**config.mk**
```make
export PLATFORM = sky130hd
export DESIGN_NAME = wb_port_arbiter_flat
export DESIGN_NICKNAME = d
export VERILOG_FILES = /design/src/rtl/wb_port_arbiter_if.sv /design/src/rtl/wb_port_arbiter.sv /design/src/flat_wrapper.sv
export SDC_FILE = /design/constraint.sdc
export NUM_CORES = 1
export LEC_CHECK = 0
export ABC_AREA = 1
export BUFFER_PORTS_ARGS = -buffer_cell sky130_fd_sc_hd__buf_4
export CAP_MARGIN = 30
export CORE_MARGIN = 5
export CORE_UTILIZATION = 45
export DETAILED_ROUTE_END_ITERATION = 10
export GPL_TIMING_DRIVEN = 0
export PLACE_DENSITY = 0.81
export SLEW_MARGIN = 20
export SYNTH_ARGS = -nofsm -noshare
export SYNTH_HDL_FRONTEND = slang
export SYNTH_SLANG_ARGS = --single-unit
```
**constraint.sdc**
```tcl
create_clock -name clk -period 9 [get_ports clk]
set_input_delay 1.35 -clock clk [delete_from_list [all_inputs] [get_ports clk]]
set_output_delay 1.35 -clock clk [all_outputs]
set_load 0.01 [all_outputs]
```
**src/rtl/wb_port_arbiter_if.sv**
```systemverilog
// wb_port_arbiter_if
//   Bundles the four producer request/ready channels and the registered
//   regfile write-port outputs of wb_port_arbiter.
//   Producers: p0 = lane0, p1 = lane1 (younger), p2 = MDU, p3 = LSU.
//   pN_valid/pN_addr/pN_data : producer request, held until pN_ready
//   pN_ready                 : request accepted this cycle
//   w_ena, w_addr_1/w_data_1, w_addr_2/w_data_2 : regfile write ports
//   modport slave  : arbiter side
//   modport master : producer / regfile side
interface wb_port_arbiter_if #(
   parameter int DATA_W = 32,
   parameter int ADDR_W = 6
);
   logic              p0_valid, p1_valid, p2_valid, p3_valid;
   logic              p0_ready, p1_ready, p2_ready, p3_ready;
   logic [ADDR_W-1:0] p0_addr, p1_addr, p2_addr, p3_addr;
   logic [DATA_W-1:0] p0_data, p1_data, p2_data, p3_data;
   logic              w_ena;
   logic [ADDR_W-1:0] w_addr_1, w_addr_2;
   logic [DATA_W-1:0] w_data_1, w_data_2;

   modport slave (
      input  p0_valid, p1_valid, p2_valid, p3_valid,
      input  p0_addr, p1_addr, p2_addr, p3_addr,
      input  p0_data, p1_data, p2_data, p3_data,
      output p0_ready, p1_ready, p2_ready, p3_ready,
      output w_ena, w_addr_1, w_data_1, w_addr_2, w_data_2
   );

   modport master (
      output p0_valid, p1_valid, p2_valid, p3_valid,
      output p0_addr, p1_addr, p2_addr, p3_addr,
      output p0_data, p1_data, p2_data, p3_data,
      input  p0_ready, p1_ready, p2_ready, p3_ready,
      input  w_ena, w_addr_1, w_data_1, w_addr_2, w_data_2
   );
endinterface

```
**src/rtl/wb_port_arbiter.sv**
```systemverilog
// wb_port_arbiter
//   Schedules writebacks from two in-order pipe lanes and two long-latency
//   units (MDU, LSU) onto the two regfile write ports through one output
//   register stage. Per cycle at most two grants: urgent slow units first
//   (MDU before LSU), then lane0, lane1, then non-urgent MDU/LSU in
//   round-robin order. Granted writes are placed oldest on port 1.
//   clk : clock, rising edge
//   rst : asynchronous active-low reset
//   bus : wb_port_arbiter_if.slave (requests, readies, write ports)
module wb_port_arbiter #(
   parameter int DATA_W     = 32,
   parameter int ADDR_W     = 6,
   parameter int STARVE_MAX = 4,
   parameter int CNT_W      = 3
) (
   input logic              clk,
   input logic              rst,
   wb_port_arbiter_if.slave bus
);

   typedef enum logic {RR_MDU = 1'b0, RR_LSU = 1'b1} rr_e;

   logic [3:0]        w_valid, w_zero, w_req, w_ready;
   logic [ADDR_W-1:0] w_addr [4];
   logic [DATA_W-1:0] w_data [4];
   logic [1:0]        w_lgnt;    // lane0/lane1 grants
   logic [1:0]        w_sgnt;    // MDU/LSU grants (bit0 = MDU)
   logic [1:0]        w_sreq;
   logic [1:0]        w_svalid;
   logic [1:0]        w_urg;
   logic [1:0]        w_sl_id;   // slow unit granted first / second
   logic [1:0]        w_sl_n;    // number of slow grants
   logic [1:0]        w_nslot;
   logic              w_u;
   rr_e               w_rr_nxt;

   logic [3:0]        w_ord_v;
   logic [1:0]        w_ord_i [4];
   logic              w_have1;
   logic [ADDR_W-1:0] w_addr_1_nxt, w_addr_2_nxt;
   logic [DATA_W-1:0] w_data_1_nxt, w_data_2_nxt;

   rr_e               r_rr;
   logic [CNT_W-1:0]  r_cnt [2];
   logic              r_ena;
   logic [ADDR_W-1:0] r_addr_1, r_addr_2;
   logic [DATA_W-1:0] r_data_1, r_data_2;

   assign w_valid  = {bus.p3_valid, bus.p2_valid, bus.p1_valid, bus.p0_valid};
   assign w_addr[0] = bus.p0_addr;
   assign w_addr[1] = bus.p1_addr;
   assign w_addr[2] = bus.p2_addr;
   assign w_addr[3] = bus.p3_addr;
   assign w_data[0] = bus.p0_data;
   assign w_data[1] = bus.p1_data;
   assign w_data[2] = bus.p2_data;
   assign w_data[3] = bus.p3_data;

   // Writes to r0 are accepted immediately and dropped; they take no slot.
   always_comb begin
      for (int unsigned i = 0; i < 4; i++) begin
         w_zero[i] = w_valid[i] && (w_addr[i] == '0);
      end
   end
   assign w_req    = w_valid & ~w_zero;
   assign w_sreq   = w_req[3:2];
   assign w_svalid = w_valid[3:2];

   always_comb begin
      for (int unsigned k = 0; k < 2; k++) begin
         w_urg[k] = w_sreq[k] && (r_cnt[k] == CNT_W'(STARVE_MAX));
      end
   end

   // Slot allocation. Lane1 is held off only when lane0 has a pending write
   // that lost its slot; lane1 alone may retire.
   always_comb begin
      w_lgnt  = '0;
      w_sgnt  = '0;
      w_sl_id = '0;
      w_sl_n  = '0;
      w_nslot = '0;
      w_u     = 1'b0;
      for (int unsigned k = 0; k < 2; k++) begin
         if (w_urg[k]) begin
            w_sgnt[k]           = 1'b1;
            w_sl_id[w_sl_n[0]] = k[0];
            w_sl_n              = w_sl_n + 2'd1;
            w_nslot             = w_nslot + 2'd1;
         end
      end
      if (w_req[0] && (w_nslot < 2'd2)) begin
         w_lgnt[0] = 1'b1;
         w_nslot   = w_nslot + 2'd1;
      end
      if (w_req[1] && !(w_req[0] && !w_lgnt[0]) && (w_nslot < 2'd2)) begin
         w_lgnt[1] = 1'b1;
         w_nslot   = w_nslot + 2'd1;
      end
      for (int unsigned k = 0; k < 2; k++) begin
         w_u = r_rr ^ k[0];
         if (w_sreq[w_u] && !w_urg[w_u] && (w_nslot < 2'd2)) begin
            w_sgnt[w_u]         = 1'b1;
            w_sl_id[w_sl_n[0]] = w_u;
            w_sl_n              = w_sl_n + 2'd1;
            w_nslot             = w_nslot + 2'd1;
         end
      end
      // Pointer moves away from the most recently granted slow unit.
      w_rr_nxt = r_rr;
      if (w_sl_n != 2'd0) begin
         w_rr_nxt = w_sl_id[w_sl_n[1]] ? RR_MDU : RR_LSU;
      end
   end

   assign w_ready      = w_zero | {w_sgnt, w_lgnt};
   assign bus.p0_ready = w_ready[0];
   assign bus.p1_ready = w_ready[1];
   assign bus.p2_ready = w_ready[2];
   assign bus.p3_ready = w_ready[3];

   // Port placement by age: slow grants (in grant order), lane0, lane1.
   // The first granted entry lands on port 1, the second on port 2.
   always_comb begin
      w_ord_v      = {w_lgnt[1], w_lgnt[0], w_sl_n[1], (w_sl_n != 2'd0)};
      w_ord_i[0]   = {1'b1, w_sl_id[0]};
      w_ord_i[1]   = {1'b1, w_sl_id[1]};
      w_ord_i[2]   = 2'd0;
      w_ord_i[3]   = 2'd1;
      w_have1      = 1'b0;
      w_addr_1_nxt = '0;
      w_data_1_nxt = '0;
      w_addr_2_nxt = '0;
      w_data_2_nxt = '0;
      for (int unsigned j = 0; j < 4; j++) begin
         if (w_ord_v[j]) begin
            if (!w_have1) begin
               w_addr_1_nxt = w_addr[w_ord_i[j]];
               w_data_1_nxt = w_data[w_ord_i[j]];
               w_have1      = 1'b1;
            end else begin
               w_addr_2_nxt = w_addr[w_ord_i[j]];
               w_data_2_nxt = w_data[w_ord_i[j]];
            end
         end
      end
   end

   always_ff @(posedge clk or negedge rst) begin
      if (!rst) begin
         r_rr     <= RR_MDU;
         r_cnt[0] <= '0;
         r_cnt[1] <= '0;
         r_ena    <= 1'b0;
         r_addr_1 <= '0;
         r_data_1 <= '0;
         r_addr_2 <= '0;
         r_data_2 <= '0;
      end else begin
         r_rr     <= w_rr_nxt;
         r_ena    <= w_have1;
         r_addr_1 <= w_addr_1_nxt;
         r_data_1 <= w_data_1_nxt;
         r_addr_2 <= w_addr_2_nxt;
         r_data_2 <= w_data_2_nxt;
         for (int unsigned k = 0; k < 2; k++) begin
            if (w_svalid[k] && !w_ready[2+k]) begin
               if (r_cnt[k] != CNT_W'(STARVE_MAX)) begin
                  r_cnt[k] <= r_cnt[k] + 1'b1;
               end
            end else begin
               r_cnt[k] <= '0;
            end
         end
      end
   end

   assign bus.w_ena    = r_ena;
   assign bus.w_addr_1 = r_addr_1;
   assign bus.w_data_1 = r_data_1;
   assign bus.w_addr_2 = r_addr_2;
   assign bus.w_data_2 = r_data_2;

endmodule
```
**src/flat_wrapper.sv**
```systemverilog
// flat-port wrapper written by rule: the top's interface ports become plain ports
module wb_port_arbiter_flat 
#(
   parameter int DATA_W     = 32,
   parameter int ADDR_W     = 6,
   parameter int STARVE_MAX = 4,
   parameter int CNT_W      = 3
)
  (clk, rst, bus_p0_valid, bus_p1_valid, bus_p2_valid, bus_p3_valid, bus_p0_addr, bus_p1_addr, bus_p2_addr, bus_p3_addr, bus_p0_data, bus_p1_data, bus_p2_data, bus_p3_data, bus_p0_ready, bus_p1_ready, bus_p2_ready, bus_p3_ready, bus_w_ena, bus_w_addr_1, bus_w_data_1, bus_w_addr_2, bus_w_data_2);
  wb_port_arbiter_if #(.DATA_W(DATA_W), .ADDR_W(ADDR_W)) bus_i ();
  input logic clk;
  input logic rst;
  input wire logic [$bits(bus_i.p0_valid)-1:0] bus_p0_valid;
  input wire logic [$bits(bus_i.p1_valid)-1:0] bus_p1_valid;
  input wire logic [$bits(bus_i.p2_valid)-1:0] bus_p2_valid;
  input wire logic [$bits(bus_i.p3_valid)-1:0] bus_p3_valid;
  input wire logic [$bits(bus_i.p0_addr)-1:0] bus_p0_addr;
  input wire logic [$bits(bus_i.p1_addr)-1:0] bus_p1_addr;
  input wire logic [$bits(bus_i.p2_addr)-1:0] bus_p2_addr;
  input wire logic [$bits(bus_i.p3_addr)-1:0] bus_p3_addr;
  input wire logic [$bits(bus_i.p0_data)-1:0] bus_p0_data;
  input wire logic [$bits(bus_i.p1_data)-1:0] bus_p1_data;
  input wire logic [$bits(bus_i.p2_data)-1:0] bus_p2_data;
  input wire logic [$bits(bus_i.p3_data)-1:0] bus_p3_data;
  output wire logic [$bits(bus_i.p0_ready)-1:0] bus_p0_ready;
  output wire logic [$bits(bus_i.p1_ready)-1:0] bus_p1_ready;
  output wire logic [$bits(bus_i.p2_ready)-1:0] bus_p2_ready;
  output wire logic [$bits(bus_i.p3_ready)-1:0] bus_p3_ready;
  output wire logic [$bits(bus_i.w_ena)-1:0] bus_w_ena;
  output wire logic [$bits(bus_i.w_addr_1)-1:0] bus_w_addr_1;
  output wire logic [$bits(bus_i.w_data_1)-1:0] bus_w_data_1;
  output wire logic [$bits(bus_i.w_addr_2)-1:0] bus_w_addr_2;
  output wire logic [$bits(bus_i.w_data_2)-1:0] bus_w_data_2;
  assign bus_i.p0_valid = bus_p0_valid;
  assign bus_i.p1_valid = bus_p1_valid;
  assign bus_i.p2_valid = bus_p2_valid;
  assign bus_i.p3_valid = bus_p3_valid;
  assign bus_i.p0_addr = bus_p0_addr;
  assign bus_i.p1_addr = bus_p1_addr;
  assign bus_i.p2_addr = bus_p2_addr;
  assign bus_i.p3_addr = bus_p3_addr;
  assign bus_i.p0_data = bus_p0_data;
  assign bus_i.p1_data = bus_p1_data;
  assign bus_i.p2_data = bus_p2_data;
  assign bus_i.p3_data = bus_p3_data;
  assign bus_p0_ready = bus_i.p0_ready;
  assign bus_p1_ready = bus_i.p1_ready;
  assign bus_p2_ready = bus_i.p2_ready;
  assign bus_p3_ready = bus_i.p3_ready;
  assign bus_w_ena = bus_i.w_ena;
  assign bus_w_addr_1 = bus_i.w_addr_1;
  assign bus_w_data_1 = bus_i.w_data_1;
  assign bus_w_addr_2 = bus_i.w_addr_2;
  assign bus_w_data_2 = bus_i.w_data_2;
  wb_port_arbiter #(.DATA_W(DATA_W), .ADDR_W(ADDR_W), .STARVE_MAX(STARVE_MAX), .CNT_W(CNT_W)) u_core (.clk(clk), .rst(rst), .bus(bus_i));
endmodule
```
## After elaboration in Yosys (flattened, before gate mapping)

Index checks and enable logic that the tools add are counted.

- Eq/ne operators: 6
- Reduce and logical (&&, ||, !) cells: 32
- Shifts and indexed selects: 0
- $add $sub $neg: 7
- Muxes and demuxes: 85
- Multiply operators: 0
- Magnitude comparators: 17
- Bitwise gates (word level): 8
- Divide/modulo/power cells: 0

Operators by type and width:

| kind | count |
|---|---|
| 32-bit two-way mux | 17 |
| 32-bit binary-select mux with 2-bit select | 2 |
| 6-bit two-way mux | 17 |
| 1-bit two-way mux | 25 |
| 6-bit binary-select mux with 2-bit select | 2 |
| 6-bit logical NOT | 4 |
| 2-bit two-way mux | 11 |
| 1-bit logical AND | 21 |
| 1-bit by 2-bit less-than comparator with 1-bit output, second input constant | 6 |
| 3-bit two-way mux | 4 |
| 2-bit by 1-bit adder with 2-bit output, second input constant | 4 |
| 2-bit less-than comparator, second input constant | 4 |
| 3-bit by 1-bit adder with 3-bit output, second input constant | 2 |
| 3-bit == test, second input constant | 2 |
| 3-bit greater-or-equal comparator, second input constant | 2 |
| 1-bit logical NOT | 6 |
| 3-bit inequality test, second input constant | 2 |
| 2-bit NOT with 3-bit output | 2 |
| 1-bit demux with 1-bit select | 5 |
| 1-bit greater-or-equal comparator, second input constant | 5 |
| 4-bit bitwise AND | 1 |
| 2-bit bitwise mux | 2 |
| 2-bit inequality test, second input constant | 2 |
| 4-bit NOT | 1 |
| other kinds (5) | 6 |

- Input port bits: 158
- ROM bits: 0
- Output and inout bits: 81
- Bits in latches: 0
- Memories: 0
- Memory bits (writable): 0
- Flip-flop bits (word level): 84

## Depth between registers and ports, before layout

- Word-level depth: 37
- Mapped depth: 23
- Depth with buffers taken out: 20

## Worst setup path after synthesis

Ideal clock, no wire load.

- Path kind: input -> output
- From: input port bus_p3_valid
- To: output port bus_p2_ready
- Slack: 4.643 ns
- Data arrival time: 3.007 ns
- Buffers on the path: 1
- Stages: 13
- Required time: 7.650 ns
- Cell sequence: inv_1 nor2_1 nand2_2 ha_1 clkbuf_1 inv_1 nand3_1 nand2_1 a21oi_2 nand2_1 nand2_1 inv_1 o21ai_0

- Word-level cells in the longest chain between the ends: 21
- Elaborated cells on any way between the ends: 40
- Classes of those cells: add/sub: 3; order compare: 4; mux: 15; bitwise: 4; reduce/logical: 14

Ends and longest elaborated chain:

| what | RTL line | source |
|---|---|---|
| start, declared | flat_wrapper.sv:16 | `input wire logic [$bits(bus_i.p3_valid)-1:0] bus_p3_valid;` |
| 1-bit logical AND | wb_port_arbiter.sv:62 | `w_zero[i] = w_valid[i] && (w_addr[i] == '0);` |
| 4-bit NOT | wb_port_arbiter.sv:65 | `assign w_req = w_valid & ~w_zero;` |
| 4-bit bitwise AND (*) | wb_port_arbiter.sv:65 |  |
| 1-bit logical AND | wb_port_arbiter.sv:71 | `w_urg[k] = w_sreq[k] && (r_cnt[k] == CNT_W'(STARVE_MAX));` |
| 2-bit two-way mux | wb_port_arbiter.sv:85 | `if (w_urg[k]) begin` |
| 2-bit less-than comparator | wb_port_arbiter.sv:92 | `if (w_req[0] && (w_nslot < 2'd2)) begin` |
| 1-bit logical AND | wb_port_arbiter.sv:92 |  |
| 1-bit two-way mux | wb_port_arbiter.sv:92 |  |
| [... 5 more ...] | - |  |
| 2-bit two-way mux | wb_port_arbiter.sv:96 | `if (w_req[1] && !(w_req[0] && !w_lgnt[0]) && (w_nslot < 2'd2)) begin` |
| 2-bit less-than comparator | wb_port_arbiter.sv:102 | `if (w_sreq[w_u] && !w_urg[w_u] && (w_nslot < 2'd2)) begin` |
| 1-bit logical AND | wb_port_arbiter.sv:102 |  |
| 2-bit two-way mux | wb_port_arbiter.sv:102 |  |
| 2-bit less-than comparator | wb_port_arbiter.sv:102 |  |
| 1-bit logical AND | wb_port_arbiter.sv:102 |  |
| 2-bit two-way mux (*) | wb_port_arbiter.sv:102 |  |
| 4-bit bitwise OR (*) | wb_port_arbiter.sv:116 | `assign w_ready = w_zero \| {w_sgnt, w_lgnt};` |
| end, declared | flat_wrapper.sv:27 | `output wire logic [$bits(bus_i.p2_ready)-1:0] bus_p2_ready;` |

Every way passes the cells marked *; elsewhere a longest branch is shown, timed or not. The select of a mux whose other input is x is not followed.

## Worst setup path after layout

- From: input port bus_p2_addr[0]
- To: output port bus_p3_ready

- Word-level cells in the longest chain between the ends: 24
- Elaborated cells on any way between the ends: 43
- Classes of those cells: add/sub: 4; order compare: 4; mux: 16; bitwise: 4; reduce/logical: 15

Ends and longest elaborated chain:

| what | RTL line | source |
|---|---|---|
| start, declared | flat_wrapper.sv:19 | `input wire logic [$bits(bus_i.p2_addr)-1:0] bus_p2_addr;` |
| 6-bit logical NOT (*) | wb_port_arbiter.sv:62 |  |
| 1-bit logical AND (*) | wb_port_arbiter.sv:62 |  |
| 4-bit NOT (*) | wb_port_arbiter.sv:65 |  |
| 4-bit bitwise AND (*) | wb_port_arbiter.sv:65 |  |
| 1-bit logical AND | wb_port_arbiter.sv:71 |  |
| 1-bit two-way mux | wb_port_arbiter.sv:85 |  |
| 1-bit by 1-bit adder with 2-bit output | wb_port_arbiter.sv:89 | `w_nslot = w_nslot + 2'd1;` |
| 2-bit two-way mux | wb_port_arbiter.sv:85 |  |
| [... 8 more ...] | - |  |
| 2-bit two-way mux | wb_port_arbiter.sv:96 |  |
| 2-bit less-than comparator | wb_port_arbiter.sv:102 |  |
| 1-bit logical AND | wb_port_arbiter.sv:102 |  |
| 2-bit two-way mux | wb_port_arbiter.sv:102 |  |
| 2-bit less-than comparator | wb_port_arbiter.sv:102 |  |
| 1-bit logical AND | wb_port_arbiter.sv:102 |  |
| 2-bit two-way mux (*) | wb_port_arbiter.sv:102 |  |
| 4-bit bitwise OR (*) | wb_port_arbiter.sv:116 |  |
| end, declared | flat_wrapper.sv:28 | `output wire logic [$bits(bus_i.p3_ready)-1:0] bus_p3_ready;` |

Marks and branches as above.

==> results.yml <==
grt:
  maximum_number_of_pins_on_one_net_before_global_route_repair: 55
  grt_first_pass_wirelength_um: 37100
  antenna_found_initial: 0
  number_of_global_route_vias_before_repair: 7201
  grt_util_all_layers: 0.288
  grt.overflow.total: 0
routing:
  detail_route.iter0.violations: 900
  drc: 0
  wirelength_um: 23100
  first_pass_iteration_count_of_the_detailed_router: 6
  num_vias: 7409
  wl_per_cell_um: 16.7
  viasPerCell: 5.36
  final_ant_viol_nets: 0
yosys:
  netlist.area_leader.share: 0.345
  postSynth.asyncResetShare: 1.00
  post-synth-top-count-cell: "sky130_fd_sc_hd__nor2_1"
  synth_area_um2: 6100
  synthTopCellsByArea: "sky130_fd_sc_hd__dfrtp_1, sky130_fd_sc_hd__nand3_1, sky130_fd_sc_hd__nor2_1"
  netlist_instances: 952
  synth_net_count: 1116
  yosysUniqueCellTypes: 26
  synth_top_cells_by_count: "sky130_fd_sc_hd__nor2_1, sky130_fd_sc_hd__nand3_1, sky130_fd_sc_hd__nand2_1, sky130_fd_sc_hd__inv_1, sky130_fd_sc_hd__dfrtp_1"
  avg_synthesized_cell_area_um2: 6.41
  yosysSeqAreaShare: 0.345
  synth_top_area_cell: "sky130_fd_sc_hd__dfrtp_1"
  synth.yosys.warnings: 0
  synth_enable_flop_cells: 0
  ys_ff_latch: 84
  synthFlopType: "sky130_fd_sc_hd__dfrtp_1"
critical_path:
  critical_path_arrival_ns: 3.58
  endpoint_type_of_the_worst_setup_path: "primary output"
  worst-setup-path-type: "primary input to primary output"
  cp_data_required_time_ns: 7.65
  crit_path_start_kind: "primary input"
  crit_path_max_fanout: 9
placed_design:
  pre_cts_ws_ns: 4.08
  io_buffer_count: 238
  place.gp.congestion: 0.967
  hpwl_um: 17500
clock_network:
  cts.repair_timing.setup_buffer_count: 0
  cts.hold.buffers_added: 0
  clock_tree.buffer_depth: 2
  cts_num_sinks: 84
  cts_root_buf: "sky130_fd_sc_hd__clkbuf_16"
  cts_buffers: 9
  clock_pin_slew_on_the_worst_setup_and_hold_paths_ns: 0.06
  cts_resized: 0
  cts_tree: "built"
  insertion_delay_ns: 0.35
  ctsHtreeMaxLevel: 3
pwr:
  power.combinational.fraction: 0.571
  seq_power_share: 0.261
  share_of_power_burned_in_the_clock_network: 0.168
  p_leak_nw: 4.49
  ir_worst_vdd_v: 0.000141
  power_switching_share: 0.434
  switchingPower_uw: 957
  power_density_nw_per_um2: 262
  int_pwr_mw: 1.25
timing:
  pin_slew_with_the_least_headroom_to_its_limit_ns: 0.641
  max_slew_violations: 0
  final_period_minus_worst_setup_slack_ns: 4.93
  rsz_0062_raised_after_global_routing: "no"
  setup_violations_final: 0
  final_critical_path_setup_slack_ns: 4.07
  timing.slew.headroom: 0.573
  hold_viol_final: 0
  setup_tns_ns: 0
  finClkSkew_ns: 0.00573
  fmax_mhz: 203
  final.period_utilization: 0.547
final_layout:
  layout-area-overhead-vs-synth_pct: 38.0
  layout.nets: 1366
  post_route_cells_drive_above_1_share: 0.258
  fillCellCount: 1260
  n_antenna_cell: 0
floorplanning:
  row_count: 42
  core_region_area_um2: 13200
  die_area_um2: 16000
  die_height_um: 126
  die_w_um: 126
  effective_utilization_at_floorplan: 0.461
  num_io_pins: 239
run_status:
  run_status: "complete, no violations"
job:
  max_cap_viol_count: 0
worst_hold_path:
  holdCritPathClass: "flip-flop to flip-flop"
metal layers:
| layer | vias to the layer above | global-route usage | routed length, µm | share of wire |
|---|---|---|---|---|
| li1 | 3572 | - | - | - |
| met5 | - | 0 | 0 | 0 |
| met3 | 65 | 0.0601 | 2060 | 0.089 |
| met4 | 0 | 0.125 | 932 | 0.040 |
| met2 | 392 | 0.469 | 11000 | 0.48 |
| met1 | 3380 | 0.369 | 9150 | 0.40 |
placed cells by master, fill, tap and decap left out, types with 2 or more instances in the layout:
master / synthesis / routed
sky130_fd_sc_hd__a21boi_0: 2 / 2
sky130_fd_sc_hd__a21oi_1: 2 / 2
sky130_fd_sc_hd__a21oi_2: 2 / 2
sky130_fd_sc_hd__buf_2: 29 / 29
sky130_fd_sc_hd__buf_4: 7 / 245
sky130_fd_sc_hd__buf_6: 4 / 4
sky130_fd_sc_hd__clkbuf_1: 33 / 35
sky130_fd_sc_hd__clkbuf_16: 0 / 9
sky130_fd_sc_hd__clkinv_2: 0 / 3
sky130_fd_sc_hd__dfrtp_1: 84 / 84
sky130_fd_sc_hd__ha_1: 6 / 6
sky130_fd_sc_hd__inv_1: 96 / 96
sky130_fd_sc_hd__inv_2: 4 / 4
sky130_fd_sc_hd__nand2_1: 164 / 164
sky130_fd_sc_hd__nand2_2: 6 / 6
sky130_fd_sc_hd__nand3_1: 201 / 201
sky130_fd_sc_hd__nand3_2: 2 / 2
sky130_fd_sc_hd__nand4_1: 42 / 42
sky130_fd_sc_hd__nor2_1: 217 / 217
sky130_fd_sc_hd__o211ai_1: 38 / 38
sky130_fd_sc_hd__o21ai_0: 3 / 3
sky130_fd_sc_hd__o21ai_1: 3 / 3
sky130_fd_sc_hd__xnor2_1: 2 / 2
critical path, stage by stage:
cell and delay [ns]:
sky130_fd_sc_hd__buf_4 0.11, sky130_fd_sc_hd__nor2_1 0.13, sky130_fd_sc_hd__nand3_1 0.16, sky130_fd_sc_hd__nand2_2 0.18, sky130_fd_sc_hd__ha_1 0.14, sky130_fd_sc_hd__clkbuf_1 0.29
sky130_fd_sc_hd__inv_1 0.16, sky130_fd_sc_hd__nand3_1 0.11, sky130_fd_sc_hd__nand2_1 0.09, sky130_fd_sc_hd__a21oi_2 0.22, sky130_fd_sc_hd__nand2_1 0.12, sky130_fd_sc_hd__nor2_1 0.20
sky130_fd_sc_hd__a21oi_1 0.10, sky130_fd_sc_hd__nand2_1 0.09, sky130_fd_sc_hd__buf_4 0.12
path summary, 6_finish.rpt:
check	start	end	slack, ns	cells past startpoint
setup reg to reg	u_core.r_cnt[0]	u_core.bus.w_data_1[27]	5.38	20
hold reg to reg	u_core.r_cnt[0]	u_core.r_cnt[0]	0.46	1
max in group asynchronous	rst	u_core.bus.w_data_1[25]	7.46	2
setup / recovery	bus_p2_addr[0]	bus_p3_ready	4.07	15
hold / removal	u_core.r_cnt[0]	u_core.r_cnt[0]	0.46	1
min in group asynchronous	rst	u_core.bus.w_data_2[8]	0.93	1
kinds of logic (layout without fill, tap and decap cells):
logic type,after synthesis,after routing,share of synthesized area
AOI/OAI and AO/OA,52,52,0.0628
xor gates and xnor gates,2,2,0.00287
DFF,84,84,0.345
adders and majority gates,6,6,0.0123
buffers and inverters,173,428,0.122
and+or+nand+nor,635,635,0.456
flip-flops by register name, summed over array words and instances (netlist names):
register	cells
u_core.bus.w_addr_2	6
u_core.r_cnt	6
u_core.bus.w_data_2	32
u_core.bus.w_data_1	32
u_core.bus.w_addr_1	6
u_core.r_rr	1
u_core.bus.w_ena	1
layout make-up:
| cell class | instances | area, µm² | area share |
|---|---|---|---|
| inverters | 100 | 375 | 0.0446 |
| clock inverters | 5 | 52.6 | 0.00624 |
| multi-input cells | 695 | 3260 | 0.387 |
| clock buffers | 11 | 233 | 0.0276 |
| repair buffers | 239 | 1810 | 0.215 |
| well taps | 176 | 220 | 0.0262 |
| plain buffers | 73 | 367 | 0.0435 |
| flip-flops and latches | 84 | 2100 | 0.250 |
power by group through the flow:
stage	Clock [mW]	Combinational (mW)	Sequential, mW
after floorplan	0	0.653	0.655
after global placement	0	1.23	0.580
after detailed placement	0	1.25	0.583
after CTS	0.374	1.26	0.577
after global routing	0.388	1.38	0.593
final	0.371	1.26	0.576
through the flow:
stage	power, mW	hold slack (ns)	util	cell area [µm²]	std cells
after floorplan	1.31	0.430	-	6100	952
after global placement	1.81	0.449	0.612	8110	1366
after detailed placement	1.83	0.457	0.614	8130	1367
after CTS	2.21	0.465	0.636	8420	1383
after global routing	2.37	0.477	0.636	8420	1383
final	2.21	0.456	0.636	8420	1383
Note: power is estimated with default switching activity, not from simulation.
